$ cat src/rtl/encoder_pkg.sv
// Shared GF(2^4) arithmetic tables, Reed-Solomon generator polynomial and
// encoder FSM state type used by rs_stream_encoder and gf_const_mul.
package encoder_pkg;

    localparam int unsigned GF_W      = 4;
    localparam logic [GF_W:0] PRIM_POLY = 5'b1_0011;   // x^4 + x + 1
    localparam int unsigned GF_ORDER  = (1 << GF_W) - 1;
    localparam int unsigned MAX_PAR   = GF_ORDER - 1;

    typedef logic [GF_W-1:0]     gf_t;
    typedef gf_t [GF_ORDER-1:0]  pow_tab_t;
    typedef gf_t [GF_ORDER:0]    log_tab_t;
    typedef gf_t [MAX_PAR:0]     gen_tab_t;

    typedef enum logic [1:0] {
        IDLE = 2'd0,
        MSG  = 2'd1,
        PAR  = 2'd2
    } state_t;

    function automatic pow_tab_t build_pow();
        pow_tab_t t;
        gf_t      v;
        t = '0;
        v = GF_W'(1);
        for (int unsigned i = 0; i < GF_ORDER; i++) begin
            t[GF_W'(i)] = v;
            v = {v[GF_W-2:0], 1'b0} ^ (v[GF_W-1] ? PRIM_POLY[GF_W-1:0] : '0);
        end
        return t;
    endfunction

    localparam pow_tab_t ALPHA_POW = build_pow();

    function automatic log_tab_t build_log();
        log_tab_t t;
        t = '0;
        for (int unsigned i = 0; i < GF_ORDER; i++) begin
            t[ALPHA_POW[GF_W'(i)]] = GF_W'(i);
        end
        return t;
    endfunction

    localparam log_tab_t ALPHA_LOG = build_log();

    function automatic gf_t gf_mul(input gf_t a, input gf_t b);
        int unsigned s;
        if (a == '0 || b == '0) begin
            return '0;
        end
        s = 32'(ALPHA_LOG[a]) + 32'(ALPHA_LOG[b]);
        if (s >= GF_ORDER) begin
            s = s - GF_ORDER;
        end
        return ALPHA_POW[GF_W'(s)];
    endfunction

    // g(x) = prod_{i=1..npar} (x + alpha^i); entry j is the coefficient of x^j
    function automatic gen_tab_t gen_poly(input int unsigned npar);
        gen_tab_t g;
        gf_t      root;
        g    = '0;
        g[0] = GF_W'(1);
        for (int unsigned i = 1; i <= npar; i++) begin
            root = ALPHA_POW[GF_W'(i)];
            for (int unsigned j = MAX_PAR; j > 0; j--) begin
                g[GF_W'(j)] = g[GF_W'(j - 1)] ^ gf_mul(g[GF_W'(j)], root);
            end
            g[0] = gf_mul(g[0], root);
        end
        return g;
    endfunction

endpackage

$ cat src/rtl/gf_const_mul.sv
// GF(2^4) multiply by an elaboration-time constant, flattened to an XOR matrix.
module gf_const_mul
    import encoder_pkg::*;
#(
    parameter gf_t K = '0
) (
    input  logic [GF_W-1:0] a,
    output logic [GF_W-1:0] y
);

    // terms[out_bit][in_bit]: input bit i contributes K*alpha^i
    logic [GF_W-1:0][GF_W-1:0] terms;

    for (genvar i = 0; i < GF_W; i++) begin : g_in
        localparam gf_t COL = gf_mul(K, ALPHA_POW[GF_W'(i)]);
        for (genvar b = 0; b < GF_W; b++) begin : g_out
            assign terms[b][i] = a[i] & COL[b];
        end
    end

    for (genvar b = 0; b < GF_W; b++) begin : g_red
        assign y[b] = ^terms[b];
    end

endmodule

$ cat src/rtl/rs_stream_encoder.sv
// Streaming systematic Reed-Solomon encoder: passes message beats through, then
// emits parity beats. Optional framing checker enabled by ENC_LEN_CHECK_EN.
module rs_stream_encoder
    import encoder_pkg::*;
#(
    parameter int unsigned SYM_W     = GF_W,
    parameter int unsigned BEAT_SYMS = 4,
    parameter int unsigned MSG_BEATS = 2,
    parameter int unsigned PAR_SYMS  = 4
) (
    input  logic                       clk,
    input  logic                       rst,
    input  logic [BEAT_SYMS*SYM_W-1:0] in_data,
    input  logic                       in_valid,
    input  logic                       in_last,
    output logic                       in_ready,
    output logic [BEAT_SYMS*SYM_W-1:0] out_data,
    output logic                       out_valid,
    output logic                       out_last,
    input  logic                       out_ready,
    output logic                       len_err
);

    localparam int unsigned DATA_W    = BEAT_SYMS * SYM_W;
    localparam int unsigned PAR_W     = PAR_SYMS * SYM_W;
    localparam int unsigned PAR_BEATS = PAR_SYMS / BEAT_SYMS;
    localparam int unsigned CNT_W     = $clog2(MSG_BEATS + 1);
    localparam int unsigned PCNT_W    = $clog2(PAR_BEATS + 1);
    localparam gen_tab_t    GEN       = gen_poly(PAR_SYMS);

    state_t              state, state_nxt;
    logic [CNT_W-1:0]    msg_cnt, msg_cnt_nxt;
    logic [PCNT_W-1:0]   par_cnt, par_cnt_nxt;
    logic [PAR_W-1:0]    parity, parity_nxt, lfsr_next;
    logic [DATA_W-1:0]   out_data_nxt;
    logic                out_valid_nxt, out_last_nxt;
    logic                out_free, accept, msg_final;

    assign out_free  = !out_valid || out_ready;
    assign in_ready  = !rst && (state != PAR) && out_free;
    assign accept    = in_valid && in_ready;
    assign msg_final = (msg_cnt == CNT_W'(MSG_BEATS - 1));

    // Unrolled LFSR: one division step per symbol, MSB symbol first
    for (genvar k = 0; k < BEAT_SYMS; k++) begin : g_sym
        logic [PAR_W-1:0] cur, prod, nxt;
        logic [SYM_W-1:0] fb;
        if (k == 0) begin : g_first
            assign cur = parity;
        end else begin : g_chain
            assign cur = g_sym[k-1].nxt;
        end
        assign fb = in_data[(BEAT_SYMS-1-k)*SYM_W +: SYM_W] ^ cur[PAR_W-1 -: SYM_W];
        for (genvar j = 0; j < PAR_SYMS; j++) begin : g_tap
            gf_const_mul #(.K(GEN[j])) u_mul (
                .a (fb),
                .y (prod[j*SYM_W +: SYM_W])
            );
        end
        assign nxt = {cur[PAR_W-SYM_W-1:0], SYM_W'(0)} ^ prod;
    end
    assign lfsr_next = g_sym[BEAT_SYMS-1].nxt;

    // Next-state and datapath update
    always_comb begin
        state_nxt     = state;
        msg_cnt_nxt   = msg_cnt;
        par_cnt_nxt   = par_cnt;
        parity_nxt    = parity;
        out_data_nxt  = out_data;
        out_valid_nxt = out_valid;
        out_last_nxt  = out_last;
        if (out_valid && out_ready) begin
            out_valid_nxt = 1'b0;
            out_last_nxt  = 1'b0;
        end
        case (state)
            IDLE, MSG: begin
                if (accept) begin
                    parity_nxt    = lfsr_next;
                    out_data_nxt  = in_data;
                    out_valid_nxt = 1'b1;
                    out_last_nxt  = 1'b0;
                    if (msg_final) begin
                        msg_cnt_nxt = '0;
                        state_nxt   = PAR;
                    end else begin
                        msg_cnt_nxt = msg_cnt + CNT_W'(1);
                        state_nxt   = MSG;
                    end
                end
            end
            PAR: begin
                if (out_free) begin
                    out_data_nxt  = parity[PAR_W-1 -: DATA_W];
                    out_valid_nxt = 1'b1;
                    if (par_cnt == PCNT_W'(PAR_BEATS - 1)) begin
                        out_last_nxt = 1'b1;
                        par_cnt_nxt  = '0;
                        parity_nxt   = '0;
                        state_nxt    = IDLE;
                    end else begin
                        out_last_nxt = 1'b0;
                        par_cnt_nxt  = par_cnt + PCNT_W'(1);
                        parity_nxt   = parity << DATA_W;
                    end
                end
            end
            default: state_nxt = IDLE;
        endcase
    end

    always_ff @(posedge clk) begin
        if (rst) begin
            state     <= IDLE;
            msg_cnt   <= '0;
            par_cnt   <= '0;
            parity    <= '0;
            out_data  <= '0;
            out_valid <= 1'b0;
            out_last  <= 1'b0;
        end else begin
            state     <= state_nxt;
            msg_cnt   <= msg_cnt_nxt;
            par_cnt   <= par_cnt_nxt;
            parity    <= parity_nxt;
            out_data  <= out_data_nxt;
            out_valid <= out_valid_nxt;
            out_last  <= out_last_nxt;
        end
    end

`ifdef ENC_LEN_CHECK_EN
    // Flags in_last disagreeing with the beat count; framing still follows the count
    always_ff @(posedge clk) begin
        if (rst) begin
            len_err <= 1'b0;
        end else begin
            len_err <= accept && (in_last != msg_final);
        end
    end
`else
    logic unused_in_last;
    assign unused_in_last = in_last;
    assign len_err        = 1'b0;
`endif

endmodule

$ cat config.mk
export PLATFORM = sky130hd
export DESIGN_NAME = rs_stream_encoder
export DESIGN_NICKNAME = d
export VERILOG_FILES = /design/src/rtl/encoder_pkg.sv /design/src/rtl/gf_const_mul.sv /design/src/rtl/rs_stream_encoder.sv
export SDC_FILE = /design/constraint.sdc
export NUM_CORES = 1
export LEC_CHECK = 0
export CORE_ASPECT_RATIO = 2
export CORE_MARGIN = 2
export CORE_UTILIZATION = 50
export DETAILED_ROUTE_END_ITERATION = 12
export PLACE_DENSITY = 0.83
export SYNTH_ARGS = -nofsm -noshare
export SYNTH_HDL_FRONTEND = slang
export SYNTH_SLANG_ARGS = --single-unit
$ cat constraint.sdc
create_clock -name clk -period 5.05 [get_ports clk]
set_input_delay 0.7575 -clock clk [delete_from_list [all_inputs] [get_ports clk]]
set_output_delay 0.7575 -clock clk [all_outputs]
set_load 0.005 [all_outputs]
==> results.sh, run 1 <==
export IMPL_area_growth_pct=19.87
export IMPL_dp_hpwl_um=4023
export IMPL_clk_path_buf_depth=2
export IMPL_vias=1794
export IMPL_clk_pin_slew_ns=0.07
export IMPL_wl_per_cell_um=14.83
export IMPL_synth_area_mm2=0.002569
export IMPL_tns_ns=0
export IMPL_rsz0062_at_grt="false"
export IMPL_maxClockFrequency_mhz=304.9
export IMPL_slew_violations=0
export IMPL_core_area_mm2=0.005046
export IMPL_criticalPathCategory="input port to flip-flop"
export IMPL_numClockSinks=38
export IMPL_drc=0
export IMPL_yosysSeqAreaShare_pct=29.62
export IMPL_hold_end="msg_cnt[1]$_SDFFE_PP0P_"
export IMPL_die_y_um=105.4
export IMPL_cts_root_buf="clkbuf_8"
export IMPL_hold_start="msg_cnt[0]$_SDFFE_PP0P_"
export IMPL_synthMuxAreaShare_pct=6.235
export IMPL_postSynthAreaPerCell_um2=10.15
export IMPL_postRouteAntennaNets=0
export IMPL_syn_num_nets=274
export IMPL_dp_cells=339
export IMPL_crit_fanout=4
export IMPL_cts_hold_buf=0
export IMPL_first_iter_violations=25
export IMPL_maxCapViolCount=0
export IMPL_drive_above_1_share_pct=11.42
export IMPL_placementRows=37
export IMPL_wirelength_um=5146
export IMPL_overflow=0
export IMPL_cts_tree="done"
export IMPL_firstDrtPassIters=4
export IMPL_post_cts_buffers=0
export IMPL_h_tree_depth=2
export IMPL_rr_endpoint="g_sym[0].cur[2]$_SDFFE_PP0P_"
export IMPL_final_period_utilization_pct=64.94
export IMPL_synth_cell_types=30
export IMPL_tightest_slew_ns=1.145
export IMPL_synth_compound_area_share_pct=9.888
export IMPL_synth_xor_area_share_pct=43.45
export IMPL_grt_pass1_vias=1757
export IMPL_initial_core_util_pct=50.91
export IMPL_io_pins=41
export IMPL_min_path_type="flip-flop to flip-flop"
export IMPL_ys_ff_latch=38
export IMPL_cts_buffers=5
export IMPL_netlist_instances=253
export IMPL_postCtsResizedCells=0
export IMPL_setup_slack_ns=1.771
export IMPL_die_x_um=54.68
export IMPL_startpoint_type="input port"
export IMPL_design_area_mm2=0.003079
export IMPL_hold_viol=0
export IMPL_placed_area_mm2=0.002988
export IMPL_synthSimpleGateAreaFrac_pct=8.622
export IMPL_antenna_cells=0
export IMPL_dp_worst_setup_slack_ns=1.480
export IMPL_synthAdderAreaFrac_pct=0
export IMPL_critPathArrivalTime_ns=3.43
export IMPL_setup_violations=0
export IMPL_r2r_start="g_sym[0].cur[13]$_SDFFE_PP0P_"
export IMPL_portBuffers=38
export IMPL_die_area_mm2=0.005761
export IMPL_crit_required_ns=5.20
export IMPL_grt_pass1_wl_um=8473
export IMPL_antenna_found_initial=0
export IMPL_via_per_inst=5.170
export IMPL_finalClockSkew_ns=0.004922
export IMPL_place_congestion=0.9321
export IMPL_status="completed"
export IMPL_stdcell_count=347
export IMPL_grtUsageTotal_pct=19.93
export IMPL_yosysWarnings=0
export IMPL_ff2ff_setup_slack_ns=2.37
export IMPL_whs_path_depth=1
export IMPL_relSlewSlack_pct=23.66
export IMPL_clock_latency_ns=0.29
export IMPL_nNetsFinal=309
export IMPL_grt_max_degree=34
export IMPL_critPathCaptureType="flip-flop"
export IMPL_reg2regPathDepth=8
export IMPL_synth_top_family_by_area="XOR/XNOR gates"
export IMPL_fin_crit_ns=3.279
## state kept, by name, summed over array words and instances, names as in the netlist
signal / flops
state: 2
msg_cnt: 2
out_valid: 1
g_sym.cur: 16
out_last: 1
out_data: 16
## placed cells by master (no fill, tap or decap), types with 2 or more instances in the layout
cell type,synthesis,final
a211oi_1,16,16
a21oi_1,2,2
a22oi_1,6,6
buf_4,1,2
clkbuf_8,0,6
clkdlybuf4s50_1,0,38
dfxtp_1,38,38
mux2i_1,16,16
nand2_1,16,16
nand2b_1,3,3
nor2_1,29,29
nor3_1,2,2
nor4_1,2,2
o21ai_0,7,7
o21ai_1,4,4
xnor2_1,54,54
xnor2_2,12,12
xnor2_4,5,5
xnor3_1,2,2
xnor3_2,3,3
xor2_1,12,12
xor2_2,4,4
## metal layers
metal / wire length [um] / up-vias / global-route usage [%]
met5: 0 / - / 0
met4: 124 / 0 / 7.679
met3: 203 / 10 / 3.399
met2: 2711 / 47 / 33.42
met1: 2107 / 829 / 24.02
li1: - / 908 / -
## metrics by stage
| stage | hold WS, ns | utilization (%) |
|---|---|---|
| after CTS | 0.4438 | 61.02 |
| after detailed placement | 0.4348 | 59.21 |
| after global routing | 0.4747 | 61.02 |
| after floorplan | 0.4034 | - |
| final | 0.4431 | 61.02 |
| after global placement | 0.4078 | 59.21 |
## synth_stat cells, drive strengths merged
master / instances / area (um2)
nand2b: 3 / 18.77
xor3: 1 / 23.77
o21ai: 11 / 55.05
buf: 2 / 11.26
nor4: 2 / 12.51
xnor2: 71 / 805.8
clkbuf: 10 / 37.54
a31oi: 1 / 6.260
a21oi: 2 / 10.01
a21boi: 1 / 7.510
nor2: 29 / 108.9
nand2: 16 / 60.06
dfxtp: 38 / 760.7
nor3: 2 / 10.01
xnor3: 5 / 116.4
mux2i: 16 / 160.2
a22oi: 6 / 45.04
inv: 1 / 3.750
o32a: 1 / 10.01
a211oi: 16 / 120.1
xor2: 16 / 170.2
conb: 1 / 3.750
nand3: 1 / 5.000
and2: 1 / 6.260
## worst max-delay path by stage
stage | startpoint | end | slack [ns] | cells after the start
4_1_cts | in_data[13] | g_sym[0].cur[2]$_SDFFE_PP0P_ | 1.78 | 9
3_5_place_dp | in_data[13] | g_sym[0].cur[2]$_SDFFE_PP0P_ | 1.48 | 9
6_report | in_data[13] | g_sym[0].cur[2]$_SDFFE_PP0P_ | 1.77 | 9
3_3_place_gp | in_data[13] | g_sym[0].cur[11]$_SDFFE_PP0P_ | 1.55 | 9
5_1_grt | in_data[13] | g_sym[0].cur[2]$_SDFFE_PP0P_ | 1.64 | 9
2_1_floorplan | in_data[13] | g_sym[0].cur[11]$_SDFFE_PP0P_ | 2.28 | 8
## cells by family after synthesis
kind of cell / Yosys count
xor+xnor: 93
simple gates: 54
compound gates: 38
flops: 38
mux: 16
buf+inv: 13
other cells: 1
## cell type report
cell class              count  area [um2]
clock inverters             1       5.005
clock buffers               7       86.33
fillers                   415        1967
inverters                   1       3.754
repair buffers             40       395.4
well taps                  58       72.57
flip-flops and latches     38       760.7
multi-input cells         202        1755
## worst max-delay path, stage by stage
cell,delay [ns]
clkdlybuf4s50_1,0.50
xnor2_2,0.32
xnor3_2,0.58
xnor2_4,0.18
xnor2_4,0.40
xor2_2,0.27
xnor2_2,0.18
xnor2_1,0.15
o21ai_1,0.09
Power of run 1 is left out: the tool's default activity adds up to more than one toggle a clock period on the data nets, which glitch-free logic cannot reach.
==> run 2, diff against run 1 <==
--- a/config.mk
+++ b/config.mk
@@ -7,9 +7,9 @@
 export LEC_CHECK = 0
 export CORE_ASPECT_RATIO = 2
 export CORE_MARGIN = 2
-export CORE_UTILIZATION = 50
+export CORE_UTILIZATION = 49
 export DETAILED_ROUTE_END_ITERATION = 12
-export PLACE_DENSITY = 0.83
+export PLACE_DENSITY = 0.85
 export SYNTH_ARGS = -nofsm -noshare
 export SYNTH_HDL_FRONTEND = slang
 export SYNTH_SLANG_ARGS = --single-unit
==> constraint.sdc (replaced) <==
create_clock -name clk -period 2.7 [get_ports clk]
set_input_delay 0.405 -clock clk [delete_from_list [all_inputs] [get_ports clk]]
set_output_delay 0.405 -clock clk [all_outputs]
set_load 0.005 [all_outputs]
==> run 2 against run 1 <==
  * Final area is 18% higher
  * Wire length is 32% higher
  * Critical endpoint is now g_sym[0].cur[5]$_SDFFE_PP0P_
  * Critical path depth is 2 higher
  * Via count is 16% higher
  * Non-clock buffer count is 53 higher
  * Die area is 1.9% higher
==> results.sh, run 2 (synthesis results as in run 1) <==
export IMPL_slew_violations=0
export IMPL_wirelength_um=6795
export IMPL_drive_above_1_share_pct=28.65
export IMPL_maxCapViolCount=0
export IMPL_die_y_um=106.4
export IMPL_slowest_delay_ns=0.54
export IMPL_firstDrtPassIters=4
export IMPL_mostFrequentLayoutCells="buf_4 (53), xnor2_1 (45), dfxtp_1 (38), clkdlybuf4s50_1 (34), nor2_1 (29)"
export IMPL_overflow=0
export IMPL_finalClockSkew_ns=0.006088
export IMPL_core_area_mm2=0.005092
export IMPL_grt_use_met2_pct=43.11
export IMPL_clk_path_buf_depth=2
export IMPL_grtUsageTotal_pct=23.41
export IMPL_tightest_slew_ns=0.5820
export IMPL_placementRows=37
export IMPL_portBuffers=38
export IMPL_dp_worst_setup_slack_ns=-0.3045
export IMPL_io_pins=41
export IMPL_cts_hold_buf=0
export IMPL_seqCellArea_um2=760.7
export IMPL_path_cells="clkdlybuf4s50_1 -> xor2_2 -> buf_4 -> xnor3_2 -> buf_4 -> xnor2_1 -> xor2_1 -> buf_4 -> xnor2_2 -> xnor2_1 -> o21ai_0"
export IMPL_criticalPathCategory="input port to flip-flop"
export IMPL_setup_violations=0
export IMPL_via_per_inst=5.203
export IMPL_cts_tree="done"
export IMPL_relSlewSlack_pct=61.09
export IMPL_path_delay_family="XOR/XNOR gates"
export IMPL_top_usage_layer="met2"
export IMPL_critPathCaptureType="flip-flop"
export IMPL_final_common_cell="buf_4"
export IMPL_h_tree_depth=2
export IMPL_dp_hpwl_um=4605
export IMPL_use_met3_pct=2.809
export IMPL_cts_root_buf="clkbuf_8"
export IMPL_postRouteAntennaNets=0
export IMPL_nNetsFinal=362
export IMPL_setup_slack_ns=0.02698
export IMPL_multi_input_area_mm2=0.001889
export IMPL_antenna_found_initial=0
export IMPL_final_period_utilization_pct=99.00
export IMPL_clk_pin_slew_ns=0.07
export IMPL_grt_max_degree=33
export IMPL_min_path_type="flip-flop to flip-flop"
export IMPL_fill_cells=353
export IMPL_clock_latency_ns=0.30
export IMPL_drc=0
export IMPL_numClockSinks=38
export IMPL_antenna_cells=0
export IMPL_status="completed"
export IMPL_wl_per_cell_um=16.99
export IMPL_startpoint_type="input port"
export IMPL_crit_required_ns=2.85
export IMPL_grt_pass1_wl_um=9729
export IMPL_die_x_um=55.20
export IMPL_grt_pass1_vias=2066
export IMPL_crit_fanout=3
export IMPL_initial_core_util_pct=50.44
export IMPL_maxClockFrequency_mhz=374.1
export IMPL_vias=2081
export IMPL_hold_viol=0
export IMPL_die_area_mm2=0.005872
export IMPL_critPathArrivalTime_ns=2.83
export IMPL_fin_crit_ns=2.673
export IMPL_cts_buffers=5
export IMPL_crit_top_cell="buf_4"
export IMPL_area_growth_pct=41.94
export IMPL_crit_slowest_cell="clkdlybuf4s50_1"
export IMPL_first_iter_violations=71
export IMPL_place_congestion=0.8461
export IMPL_critPathBufInv=4
export IMPL_grt_met1_usage_pct=23.79
-- run 2: cell types whose count changed in the layout (fill, tap and decap cells not counted) --
| cell | before | now |
|---|---|---|
| xnor2_1 | 54 | 45 |
| xnor2_2 | 12 | 17 |
| xnor2_4 | 5 | 9 |
| dlymetal6s2s_1 | 0 | 4 |
| buf_4 | 2 | 53 |
| xnor3_2 | 3 | 5 |
| xor2_4 | 0 | 1 |
| xor2_1 | 12 | 11 |
| clkdlybuf4s50_1 | 38 | 34 |
| buf_12 | 0 | 2 |
| xnor3_1 | 2 | 0 |
-- run 2: routing by layer --
layer / routed length (um) / vias to the layer above
met2: 3765 / 43
li1: - / 1019
met3: 128 / 20
met4: 314 / 0
met5: 0 / -
met1: 2587 / 999
-- run 2: final timing paths --
path,start,depth (start not counted),slack [ns],endpoint
hold reg to reg,msg_cnt[0]$_SDFFE_PP0P_,1,0.43,msg_cnt[1]$_SDFFE_PP0P_
setup / recovery,in_data[9],11,0.03,g_sym[0].cur[5]$_SDFFE_PP0P_
setup reg to reg,g_sym[0].cur[15]$_SDFFE_PP0P_,9,0.18,g_sym[0].cur[5]$_SDFFE_PP0P_
hold / removal,msg_cnt[0]$_SDFFE_PP0P_,1,0.43,msg_cnt[1]$_SDFFE_PP0P_
-- run 2: metrics by stage --
step	area [um2]	hold slack (ns)	TNS, ns	cells	util (%)
after floorplan	2569	0.4034	0	253	-
after global placement	3303	0.4091	-2.683	381	64.86
after detailed placement	3303	0.4252	-3.389	381	64.86
after CTS	3413	0.4245	-0.01186	389	67.03
after global routing	3646	0.4729	-0.09260	400	71.60
final	3646	0.4274	0	400	71.60
-- run 2: what timing repair did --
item	CTS	global route
pin swaps	0	16
buffers inserted	0	11
endpoints found under the setup margin	1	12
endpoints found under the hold margin	0	0
gates resized for setup	2	19
-- run 2: final cells by class --
class                           instances  share of cell area [%]
Tap cell                               58                   1.990
Multi-Input combinational cell        202                   51.82
Inverter                                1                  0.1030
Timing Repair Buffer                   93                   22.72
Sequential cell                        38                   20.86
Clock buffer                            7                   2.368
Clock inverter                          1                  0.1373
Power of run 2 is left out for the same reason.
==> run 3, diff against run 2 <==
--- a/config.mk
+++ b/config.mk
@@ -6,10 +6,10 @@
 export NUM_CORES = 1
 export LEC_CHECK = 0
 export CORE_ASPECT_RATIO = 2
-export CORE_MARGIN = 2
+export CORE_MARGIN = 1.5
 export CORE_UTILIZATION = 49
 export DETAILED_ROUTE_END_ITERATION = 12
-export PLACE_DENSITY = 0.85
+export PLACE_DENSITY_LB_ADDON = 0.05
 export SYNTH_ARGS = -nofsm -noshare
 export SYNTH_HDL_FRONTEND = slang
 export SYNTH_SLANG_ARGS = --single-unit
==> run 3 against run 2 <==
  * Sequential cell count unchanged
  * Utilization down 0.074 points
  * Non-clock buffer count unchanged
  * Count of clock-buffer cells in the layout down 2
  * Critical path type unchanged
  * Critical endpoint is now g_sym[0].cur[4]$_SDFFE_PP0P_
==> results.sh, run 3 (synthesis results as in run 1) <==
export IMPL_antenna_found_initial=0
export IMPL_grt_pass1_wl_um=9190
export IMPL_mostFrequentLayoutCells="buf_4 (54), xnor2_1 (44), dfxtp_1 (38), clkdlybuf4s50_1 (35), nor2_1 (29)"
export IMPL_grt_max_degree=33
export IMPL_crit_required_ns=2.93
export IMPL_tightest_slew_ns=0.7388
export IMPL_final_period_utilization_pct=96.25
export IMPL_criticalPathCategory="input port to flip-flop"
export IMPL_critPathArrivalTime_ns=2.83
export IMPL_min_path_type="flip-flop to flip-flop"
export IMPL_relSlewSlack_pct=50.56
export IMPL_core_area_mm2=0.005092
export IMPL_place_congestion=0.9112
export IMPL_firstDrtPassIters=4
export IMPL_die_area_mm2=0.005712
export IMPL_grt_pass1_vias=1833
export IMPL_cts_tree="done"
export IMPL_hold_viol=0
export IMPL_nNetsFinal=362
export IMPL_clock_latency_ns=0.29
export IMPL_first_iter_violations=24
export IMPL_portBuffers=38
export IMPL_overflow=0
export IMPL_setup_violations=0
export IMPL_via_per_inst=4.868
export IMPL_vias=1947
export IMPL_cts_root_buf="clkbuf_8"
export IMPL_path_delay_family="XOR/XNOR gates"
export IMPL_clk_pin_slew_ns=0.08
export IMPL_placementRows=37
export IMPL_slew_violations=0
export IMPL_postRouteAntennaNets=0
export IMPL_crit_top_cell="xor2_2"
export IMPL_antenna_cells=0
export IMPL_critPathCaptureType="flip-flop"
export IMPL_numClockSinks=38
export IMPL_clk_path_buf_depth=2
export IMPL_crit_fanout=2
export IMPL_maxCapViolCount=0
export IMPL_wirelength_um=6052
export IMPL_drive_above_1_share_pct=28.65
export IMPL_startpoint_type="input port"
export IMPL_grtUsageTotal_pct=23.08
export IMPL_setup_slack_ns=0.1011
export IMPL_status="completed"
export IMPL_critPathBufInv=3
export IMPL_io_pins=41
export IMPL_dp_hpwl_um=4855
export IMPL_die_x_um=54.20
export IMPL_wl_per_cell_um=15.13
export IMPL_h_tree_depth=2
export IMPL_crit_slowest_cell="clkdlybuf4s50_1"
export IMPL_fin_crit_ns=2.599
export IMPL_drc=0
export IMPL_dp_worst_setup_slack_ns=-0.3310
export IMPL_path_cells="clkdlybuf4s50_1 -> xor2_2 -> buf_4 -> xnor3_1 -> xnor2_2 -> xor2_2 -> xor2_2 -> buf_4 -> xor2_1 -> a22oi_1 -> nor2_1"
export IMPL_final_common_cell="buf_4"
export IMPL_area_growth_pct=41.79
export IMPL_die_y_um=105.4
export IMPL_maxClockFrequency_mhz=384.8
export IMPL_initial_core_util_pct=50.44
export IMPL_cts_hold_buf=0
export IMPL_slowest_delay_ns=0.53
export IMPL_finalClockSkew_ns=0.004489
export IMPL_cts_buffers=5
==> run 3: path summary, 6_finish.rpt <==
check / startpoint / end / slack (ns) / cells past startpoint
max: in_data[9] / g_sym[0].cur[4]$_SDFFE_PP0P_ / 0.10 / 11
min: msg_cnt[0]$_SDFFE_PP0P_ / msg_cnt[1]$_SDFFE_PP0P_ / 0.43 / 1
max reg2reg: g_sym[0].cur[13]$_SDFFE_PP0P_ / g_sym[0].cur[12]$_SDFFE_PP0P_ / 0.24 / 9
min reg2reg: msg_cnt[0]$_SDFFE_PP0P_ / msg_cnt[1]$_SDFFE_PP0P_ / 0.43 / 1
==> run 3: through the flow <==
step                cell area, um2  hold WS, ns  setup TNS (ns)  utilization [%]  cells
global route                  3642       0.4521        -0.03639            71.52    400
finish                        3642       0.4340               0            71.52    400
CTS                           3480       0.4364               0            68.33    395
global placement              3348       0.4090          -2.706            65.75    387
detailed placement            3348       0.4254          -2.891            65.75    387
floorplan                     2569       0.4034               0                -    253
==> run 3: what timing repair did <==
action,CTS,global route
hold endpoints to repair,0,0
buffers inserted,0,5
resized for setup,3,15
setup endpoints to repair,3,7
pin swaps,0,10
==> run 3: worst reg2reg max path, stage by stage, from the launching register on <==
cell     delay (ns)
dfxtp_1        0.47
xnor2_2        0.19
buf_4          0.19
xnor2_4        0.13
xnor2_2        0.15
xnor3_2        0.56
xnor2_4        0.25
xor2_1         0.19
xnor2_1        0.13
o21ai_1        0.07
==> run 3: metal layers <==
layer	routed length, um	up-vias	share of wire (%)	GRT usage, %
li1	-	1013	-	-
met5	0	-	0	0
met1	2278	878	38	24.35
met3	117	17	1.9	2.691
met2	3352	39	55	41.05
met4	304	0	5.0	12.68
==> run 3: final cells by class <==
cell class	count	area (um2)
clock inverters	3	40.04
well taps	58	72.57
repair buffers	93	813.3
clock buffers	5	68.82
multi-input cells	202	1883
inverters	1	3.754
fillers	408	1450
flip-flops and latches	38	760.7
Power of run 3 is left out for the same reason.
